$ cat config.mk
export PLATFORM = sky130hd
export DESIGN_NAME = tlc_phase_scheduler
export DESIGN_NICKNAME = d
export VERILOG_FILES = /design/src/rtl/tlc_phase_scheduler_pkg.sv /design/src/rtl/tlc_phase_scheduler_phase_timer.sv /design/src/rtl/tlc_phase_scheduler.sv
export SDC_FILE = /design/constraint.sdc
export NUM_CORES = 1
export LEC_CHECK = 0
export CORE_UTILIZATION = 54
export DETAILED_ROUTE_END_ITERATION = 8
export PLACE_DENSITY = 0.87
export REMOVE_ABC_BUFFERS = 1
export SYNTH_ARGS = -nofsm -noshare
export SYNTH_HDL_FRONTEND = slang
export SYNTH_HIERARCHICAL = 1
export SYNTH_SLANG_ARGS = --single-unit
$ cat constraint.sdc
create_clock -name clk -period 3.8 [get_ports clk]
set_input_delay 0.57 -clock clk [delete_from_list [all_inputs] [get_ports clk]]
set_output_delay 0.57 -clock clk [all_outputs]
set_load 0.02 [all_outputs]
$ cat src/rtl/tlc_phase_scheduler_pkg.sv
// Shared definitions for the traffic-light phase scheduler.
// Holds the 2-bit light codes driven to the signal heads and the 3-bit
// state encodings exported on the debug phase output.
package tlc_phase_scheduler_pkg;

  // Light codes. Code 2'd3 is never driven.
  localparam logic [1:0] LIGHT_GREEN  = 2'd0;
  localparam logic [1:0] LIGHT_YELLOW = 2'd1;
  localparam logic [1:0] LIGHT_RED    = 2'd2;

  // State encodings. These are kept as fixed constants because the values
  // are visible externally on the phase output.
  localparam logic [2:0] S_HG  = 3'd0;
  localparam logic [2:0] S_HY  = 3'd1;
  localparam logic [2:0] S_AR1 = 3'd2;
  localparam logic [2:0] S_CG  = 3'd3;
  localparam logic [2:0] S_CY  = 3'd4;
  localparam logic [2:0] S_AR2 = 3'd5;
  localparam logic [2:0] S_PW  = 3'd6;

endpackage

$ cat src/rtl/tlc_phase_scheduler_phase_timer.sv
// phase_timer: saturating up-counter that measures time spent in the
// current phase.
// Ports:
//   clk  - system clock, rising edge
//   rst  - synchronous, active-low reset (clears tcnt)
//   clr  - state-change strobe; clears tcnt on the edge that changes state
//   tcnt - cycles elapsed in the current phase, saturating at all-ones
module phase_timer #(
  parameter int CNT_W = 5
) (
  input  logic             clk,
  input  logic             rst,
  input  logic             clr,
  output logic [CNT_W-1:0] tcnt
);

  always_ff @(posedge clk) begin
    if (!rst) begin
      tcnt <= '0;
    end else if (clr) begin
      tcnt <= '0;
    end else if (tcnt != '1) begin
      tcnt <= tcnt + 1'b1;
    end
  end

endmodule

$ cat src/rtl/tlc_phase_scheduler.sv
// tlc_phase_scheduler: right-of-way scheduler for a highway/country-road
// intersection with a pedestrian walk phase.
// Ports:
//   clk      - system clock, rising edge
//   rst      - synchronous, active-low reset
//   x        - country-road car sensor (level)
//   ped_req  - pedestrian button (pulse or level)
//   hwy      - highway light code
//   cntry    - country light code
//   walk     - pedestrian walk lamp
//   ped_wait - pedestrian request latched but not yet served
//   phase    - current state encoding (debug)
module tlc_phase_scheduler
  import tlc_phase_scheduler_pkg::*;
#(
  parameter int MIN_GREEN = 8,
  parameter int MAX_GREEN = 16,
  parameter int YELLOW    = 3,
  parameter int ALL_RED   = 2,
  parameter int WALK      = 6,
  parameter int CNT_W     = 5
) (
  input  logic       clk,
  input  logic       rst,
  input  logic       x,
  input  logic       ped_req,
  output logic [1:0] hwy,
  output logic [1:0] cntry,
  output logic       walk,
  output logic       ped_wait,
  output logic [2:0] phase
);

  // Configuration checks, evaluated at elaboration.
  if (MIN_GREEN < 1 || MAX_GREEN < 1 || YELLOW < 1 || ALL_RED < 1 || WALK < 1)
  begin : g_bad_duration
    $error("tlc_phase_scheduler: all durations must be >= 1");
  end
  if (MAX_GREEN < MIN_GREEN) begin : g_bad_green
    $error("tlc_phase_scheduler: MAX_GREEN must be >= MIN_GREEN");
  end
  if (MAX_GREEN - 1 > (2 ** CNT_W) - 1 || YELLOW - 1 > (2 ** CNT_W) - 1 ||
      ALL_RED - 1 > (2 ** CNT_W) - 1 || WALK - 1 > (2 ** CNT_W) - 1)
  begin : g_bad_width
    $error("tlc_phase_scheduler: CNT_W too narrow for configured durations");
  end

  // A dwell of N cycles ends on the edge where tcnt == N-1.
  localparam logic [CNT_W-1:0] MING_END = CNT_W'(MIN_GREEN - 1);
  localparam logic [CNT_W-1:0] MAXG_END = CNT_W'(MAX_GREEN - 1);
  localparam logic [CNT_W-1:0] YEL_END  = CNT_W'(YELLOW - 1);
  localparam logic [CNT_W-1:0] AR_END   = CNT_W'(ALL_RED - 1);
  localparam logic [CNT_W-1:0] WALK_END = CNT_W'(WALK - 1);

  logic [2:0]       state;
  logic [2:0]       state_nxt;
  logic             state_chg;
  logic             ped_pend;
  logic [CNT_W-1:0] tcnt;

  phase_timer #(.CNT_W(CNT_W)) u_timer (
    .clk  (clk),
    .rst  (rst),
    .clr  (state_chg),
    .tcnt (tcnt)
  );

  always_comb begin
    state_nxt = state;
    case (state)
      S_HG:  if (tcnt >= MING_END && (x || ped_pend)) state_nxt = S_HY;
      S_HY:  if (tcnt == YEL_END) state_nxt = S_AR1;
      // x may have dropped during HY; with nothing waiting the highway
      // simply returns to green.
      S_AR1: if (tcnt == AR_END) begin
               if (x)             state_nxt = S_CG;
               else if (ped_pend) state_nxt = S_PW;
               else               state_nxt = S_HG;
             end
      S_CG:  if ((tcnt >= MING_END && !x) || tcnt == MAXG_END) state_nxt = S_CY;
      S_CY:  if (tcnt == YEL_END) state_nxt = S_AR2;
      S_AR2: if (tcnt == AR_END) state_nxt = ped_pend ? S_PW : S_HG;
      S_PW:  if (tcnt == WALK_END) state_nxt = S_HG;
      default: state_nxt = S_HG;
    endcase
  end

  assign state_chg = (state_nxt != state);

  always_ff @(posedge clk) begin
    if (!rst) begin
      state    <= S_HG;
      ped_pend <= 1'b0;
    end else begin
      state <= state_nxt;
      // Entering PW serves the request; that clear beats a same-edge press.
      if (state_nxt == S_PW && state != S_PW) begin
        ped_pend <= 1'b0;
      end else if (ped_req && state != S_PW) begin
        ped_pend <= 1'b1;
      end
    end
  end

  always_comb begin
    hwy   = LIGHT_RED;
    cntry = LIGHT_RED;
    walk  = 1'b0;
    case (state)
      S_HG: hwy   = LIGHT_GREEN;
      S_HY: hwy   = LIGHT_YELLOW;
      S_CG: cntry = LIGHT_GREEN;
      S_CY: cntry = LIGHT_YELLOW;
      S_PW: walk  = 1'b1;
      default: ;
    endcase
  end

  assign ped_wait = ped_pend;
  assign phase    = state;

endmodule
==> results of run 1 <==
-- power groups by stage --
stage	Combinational [mW]	Clock, mW	Sequential [mW]
floorplan	0.0233	0	0.110
global route	0.0383	0.0835	0.111
CTS	0.0352	0.0763	0.110
global placement	0.0340	0	0.112
finish	0.0354	0.0732	0.110
detailed placement	0.0349	0	0.112
-- logic make-up after synthesis --
kind of cell / after synthesis / share of synthesized area
multiplexers: 4 / 0.0544
adder cells (fa/ha/maj): 2 / 0.0340
flip-flops: 9 / 0.245
AND/OR/NAND/NOR: 47 / 0.396
XOR/XNOR: 3 / 0.0357
buffers and inverters: 6 / 0.0612
AO/OA/AOI/OAI: 20 / 0.173
-- placed cells by master (no fill, tap or decap), drive strengths merged, types with 2 or more instances in the layout --
master         instances
ha                     2
nand4b                 3
nand2b                 3
inv                    2
nor3b                  2
nand3                  3
nor2                  13
nand3b                 3
clkdlybuf4s50         12
nor2b                  2
xor2                   2
o21bai                 2
a22oi                  2
nor3                   3
clkbuf                 3
mux2i                  4
nor4b                  2
dfxtp                  9
nand2                  5
o21ai                  3
a21oi                  7
and2                   3
-- registers in the layout, indices dropped and copies added (netlist names) --
name / flops
ped_wait: 1
u_timer/tcnt: 5
phase: 3
-- path summary, 6_finish.rpt --
check	end	from	cells after the start	slack (ps)
min reg2reg	u_timer/tcnt[4]	u_timer/tcnt[4]	2	660
max reg2reg	u_timer/tcnt[1]	u_timer/tcnt[2]	8	1770
min	u_timer/tcnt[4]	u_timer/tcnt[4]	2	660
max	cntry[1]	phase[1]	4	1300
-- worst reg2reg max path: cells and delay by family (launching register included) --
| kind | cells | cell delay, ps |
|---|---|---|
| flops | 1 | 430 |
| simple gates | 7 | 1350 |
| mux | 1 | 180 |
-- area by class of cell --
cell class                      count  area, um^2  share of cell area
Timing Repair Buffer               12         120               0.139
Clock buffer                        3        22.5              0.0261
Tap cell                           14        17.5              0.0203
Clock inverter                      1        5.00             0.00580
Inverter                            2        7.51             0.00870
Sequential cell                     9         180               0.209
Multi-Input combinational cell     76         510               0.591
-- metrics by stage --
step                      std cells  power, mW  hold WS [ps]  setup WS (ps)
after floorplan                  87      0.133           555           1830
after global placement          113      0.146           633           1290
after detailed placement        113      0.147           645           1220
after CTS                       117      0.222           655           1310
after global routing            117      0.233           682           1250
final                           117      0.219           657           1300
-- layer usage --
layer | up-vias | GRT usage | part of all wire
met4 | 0 | 0.129 | 0
li1 | 360 | - | -
met5 | - | 0 | 0
met1 | 313 | 0.357 | 0.49
met2 | 31 | 0.371 | 0.45
met3 | 0 | 0.0347 | 0.055
-- cells in the mapped netlist, drive strengths merged, types with 3 or more instances --
cell	instances	area, um^2
a21oi	7	35.0
nand3b	3	22.5
nand2b	3	18.8
mux2i	4	40.0
nand2	5	18.8
dfxtp	9	180
nor3	3	15.0
buf	4	37.5
nand3	3	15.0
o21ai	3	15.0
nor2	13	56.3
nand4b	3	41.3
and2	3	20.0
==> reports/qor.csv, run 1 <==
metric,value,unit
cts_hold_buf,0,
fin_nets,110,
combPwrFrac,0.162,
syn2layout_area_growth,17.3,%
drive_above_1_share,0.0971,
yosys_warnings,6,
dieArea,0.00151,mm^2
initialDrtViolationCount,34,
antenna_found_initial,0,
crit_required,3230,ps
drc,0,
cts_max_path_buffers,2,
clkTransAtPathRegs,60,ps
place_congestion,0.879,
finish.utilization,0.728,
crit_path_top_delay_cell,clkdlybuf4s50_1,
floorplan.initialDensity,0.620,
p_sw,0.0637,mW
syn-cell-area,736,um^2
cts-root-buf,clkbuf_4,
drtPass1Iterations,4,
synth-edff-count,0,
grt_pass1_vias,582,
cts_buffers,3,
worst_setup_path_start_kind,flip-flop,
tns,0,ps
status,finished clean,
io_pins,13,
placed_area,836,um^2
seq_power_share,0.504,
fin_crit,2500,ps
critPathMaxStageDelay,630,ps
crit_fanout,13,
ir_drop,289,uV
tritoncts,built,
clock.fmax,0.401,GHz
yosys_most_used_dff,dfxtp_1,
synthArstFlopShare,0,
grt_setup_unrepaired,no,
antenna_cells,0,
grt_pass1_wl,2610,um
slew_violations,0,
synth_seq_cells,9,
core,0.00119,mm^2
critPathArrivalTime,1930,ps
syn_area_per_cell,8.08,um^2
synth.distinct_cells,38,
power_density,254,mW/mm^2
clock_skew,1.05,ps
worst-setup-path-type,reg -> out,
wl_per_cell,13.9,um
ctsHtreeMaxLevel,1,
post_cts_buffers,0,
power_frac_clock,0.334,
gr-total-overflow,0,
fin_area,863,um^2
worstSetupEndpointType,output pin,
cts_sinks,9,
rows,12,
p_leak,0.329,nW
critPathTopFamily,buffers and inverters,
synth_cells,91,
grt_max_degree,17,
via_per_inst,6.02,
numPortBuffers,12,
die_h,38.9,um
crit_chain,nand2b_1 -> nor2_1 -> a21oi_1 -> clkdlybuf4s50_1,
timing.final.crit_share,0.657,
die_w,38.9,um
globalRouteTotalUtil,0.254,
antenna_left,0,
hold_path_class,reg -> reg,
final_hold_viol_count,0,
ys_seq_area_frac,0.245,
wirelength,1630,um
post_cts_resized,0,
finalSetupViolCount,0,
p_int,0.155,mW
path_buf_inv,1,
switching_share,0.291,
drv_cap,0,
final.fill_count,85,
dp_hpwl,1170,um
max_slew_margin,0.658,
worst_pin_slew,506,ps
vias,704,
clk_latency,260,ps
Note: power is estimated with default switching activity, not from simulation.
==> inputs of run 2 (changes only) <==
--- a/config.mk
+++ b/config.mk
@@ -5,9 +5,9 @@
 export SDC_FILE = /design/constraint.sdc
 export NUM_CORES = 1
 export LEC_CHECK = 0
-export CORE_UTILIZATION = 54
+export CORE_UTILIZATION = 45
 export DETAILED_ROUTE_END_ITERATION = 8
-export PLACE_DENSITY = 0.87
+export PLACE_DENSITY = 0.78
 export REMOVE_ABC_BUFFERS = 1
 export SYNTH_ARGS = -nofsm -noshare
 export SYNTH_HDL_FRONTEND = slang
==> constraint.sdc (replaced) <==
create_clock -name clk -period 2.1 [get_ports clk]
set_input_delay 0.315 -clock clk [delete_from_list [all_inputs] [get_ports clk]]
set_output_delay 0.315 -clock clk [all_outputs]
set_load 0.02 [all_outputs]
==> reports/qor.csv, run 2 (synthesized netlist as in run 1, its figures left out) <==
metric,value,unit,change
grt_pass1_vias,734,,+26%
final_common_cell,nor2_1,,
crit_fanout,7,,-6
core,0.00152,mm^2,+28%
cts-root-buf,clkbuf_4,,
dieArea,0.00180,mm^2,+19%
final_cell_mix,"12 x nor2_1, 11 x clkdlybuf4s50_1, 10 x buf_4",,
tritoncts,built,,
ir_drop,364,uV,+26%
die_w,42.4,um,+9.1%
gr-total-overflow,0,,unchanged
grt_max_degree,17,,unchanged
dp_hpwl,1410,um,+20%
timing.final.crit_share,0.924,,
worstSetupEndpointType,flip-flop,,
finalSetupViolCount,0,,unchanged
cts_max_path_buffers,2,,unchanged
status,finished clean,,
floorplan.initialDensity,0.483,,-0.137
antenna_cells,0,,unchanged
vias,762,,+8.2%
antenna_found_initial,0,,unchanged
drtPass1Iterations,4,,unchanged
worst_setup_path_start_kind,flip-flop,,
final.fill_count,132,,+55%
drive_above_1_share,0.204,,+0.106
drv_cap,0,,unchanged
ctsHtreeMaxLevel,1,,unchanged
critPathArrivalTime,2140,ps,+210 ps
wirelength,1840,um,+13%
clk_latency,260,ps,about the same
via_per_inst,5.91,,-1.8%
place_congestion,0.860,,-2.2%
clock.fmax,0.515,GHz,
fin_cells,129,,+10%
clkTransAtPathRegs,60,ps,about the same
largest_register_ff_count,5,,unchanged
wl_per_cell,14.3,um,+2.6%
max_slew_margin,0.788,,+0.130
final_hold_viol_count,0,,unchanged
globalRouteTotalUtil,0.227,,-0.0271
initialDrtViolationCount,23,,-32%
syn2layout_area_growth,29.1,%,
slew_violations,0,,unchanged
grt_setup_unrepaired,no,,
crit_required,2300,ps,-930 ps
timing.hold.ws,632,ps,-24.5 ps
cts_sinks,9,,unchanged
grt_pass1_wl,3170,um,+21%
clock_skew,4.02,ps,+2.97 ps
cts_buffers,3,,unchanged
numPortBuffers,12,,unchanged
worst-setup-path-type,reg -> reg,,
fin_nets,120,,+9.1%
hold_path_class,reg -> reg,,
antenna_left,0,,unchanged
dp.cells,125,,+11%
worst_pin_slew,314,ps,-192 ps
p_leak,0.383,nW,+16%
power,0.405,mW,+85%
setup_ws,160,ps,-1140 ps
top_register,u_timer/tcnt,,
place_ws,-71.6,ps,-1290 ps
power_density,426,mW/mm^2,+68%
die_h,42.4,um,+9.1%
rrSetupSlack,160,ps,-1610 ps
rows,14,,+2
drc,0,,unchanged
io_pins,13,,unchanged
fin_crit,1940,ps,
## run 2: layout make-up
cell class              count  area (um^2)  area share
clock inverters             1         5.00     0.00527
flip-flops and latches      9          186       0.196
inverters                   2         7.51     0.00791
clock buffers               3         22.5      0.0237
repair buffers             22          198       0.208
multi-input cells          76          510       0.538
well taps                  16         20.0      0.0211
## run 2: through the flow
stage,area (um^2),TNS [ps],util
3_3_place_gp,913,-46.6,0.599
3_5_place_dp,913,-285,0.599
5_1_grt,950,0,0.623
4_1_cts,943,0,0.619
6_report,950,0,0.623
2_1_floorplan,698,0,-
## run 2: final timing paths
path,start,to,cells past startpoint
worst min-delay path,u_timer/tcnt[4],u_timer/tcnt[4],2
worst max register to register,u_timer/tcnt[3],u_timer/tcnt[3],8
worst max-delay path,u_timer/tcnt[3],u_timer/tcnt[3],8
worst min register to register,u_timer/tcnt[4],u_timer/tcnt[4],2
## run 2: timing repair
item / CTS / global route
gates cloned: 0 / 0
setup buffers: 0 / 0
gates resized for setup: 2 / 3
hold endpoints to repair: 0 / 0
hold buffers: 0 / 0
setup endpoints to repair: 2 / 3
## run 2: metal layers
| metal | routed length [um] | track usage | part of all wire | up-vias |
|---|---|---|---|---|
| met5 | 0 | 0 | 0 | - |
| met4 | 12 | 0.0750 | 0.0065 | 0 |
| met3 | 90 | 0.0259 | 0.049 | 2 |
| met2 | 918 | 0.382 | 0.50 | 25 |
| met1 | 818 | 0.298 | 0.44 | 360 |
| li1 | - | - | - | 375 |
## run 2: where the power goes
| part | internal (mW) | switching [mW] | total, mW |
|---|---|---|---|
| combinational | 0.0422 | 0.0404 | 0.0827 |
| sequential | 0.178 | 0.0157 | 0.194 |
| clock | 0.0701 | 0.0585 | 0.129 |
## run 2: critical path, stage by stage, from the launching register on
cell and delay, ps:
dfxtp_1 380, or3_4 430, nor2_4 160, nand4b_1 170, nand4b_4 130, mux2i_1 180
nand3_1 80, nand2b_1 220, nor2_1 130
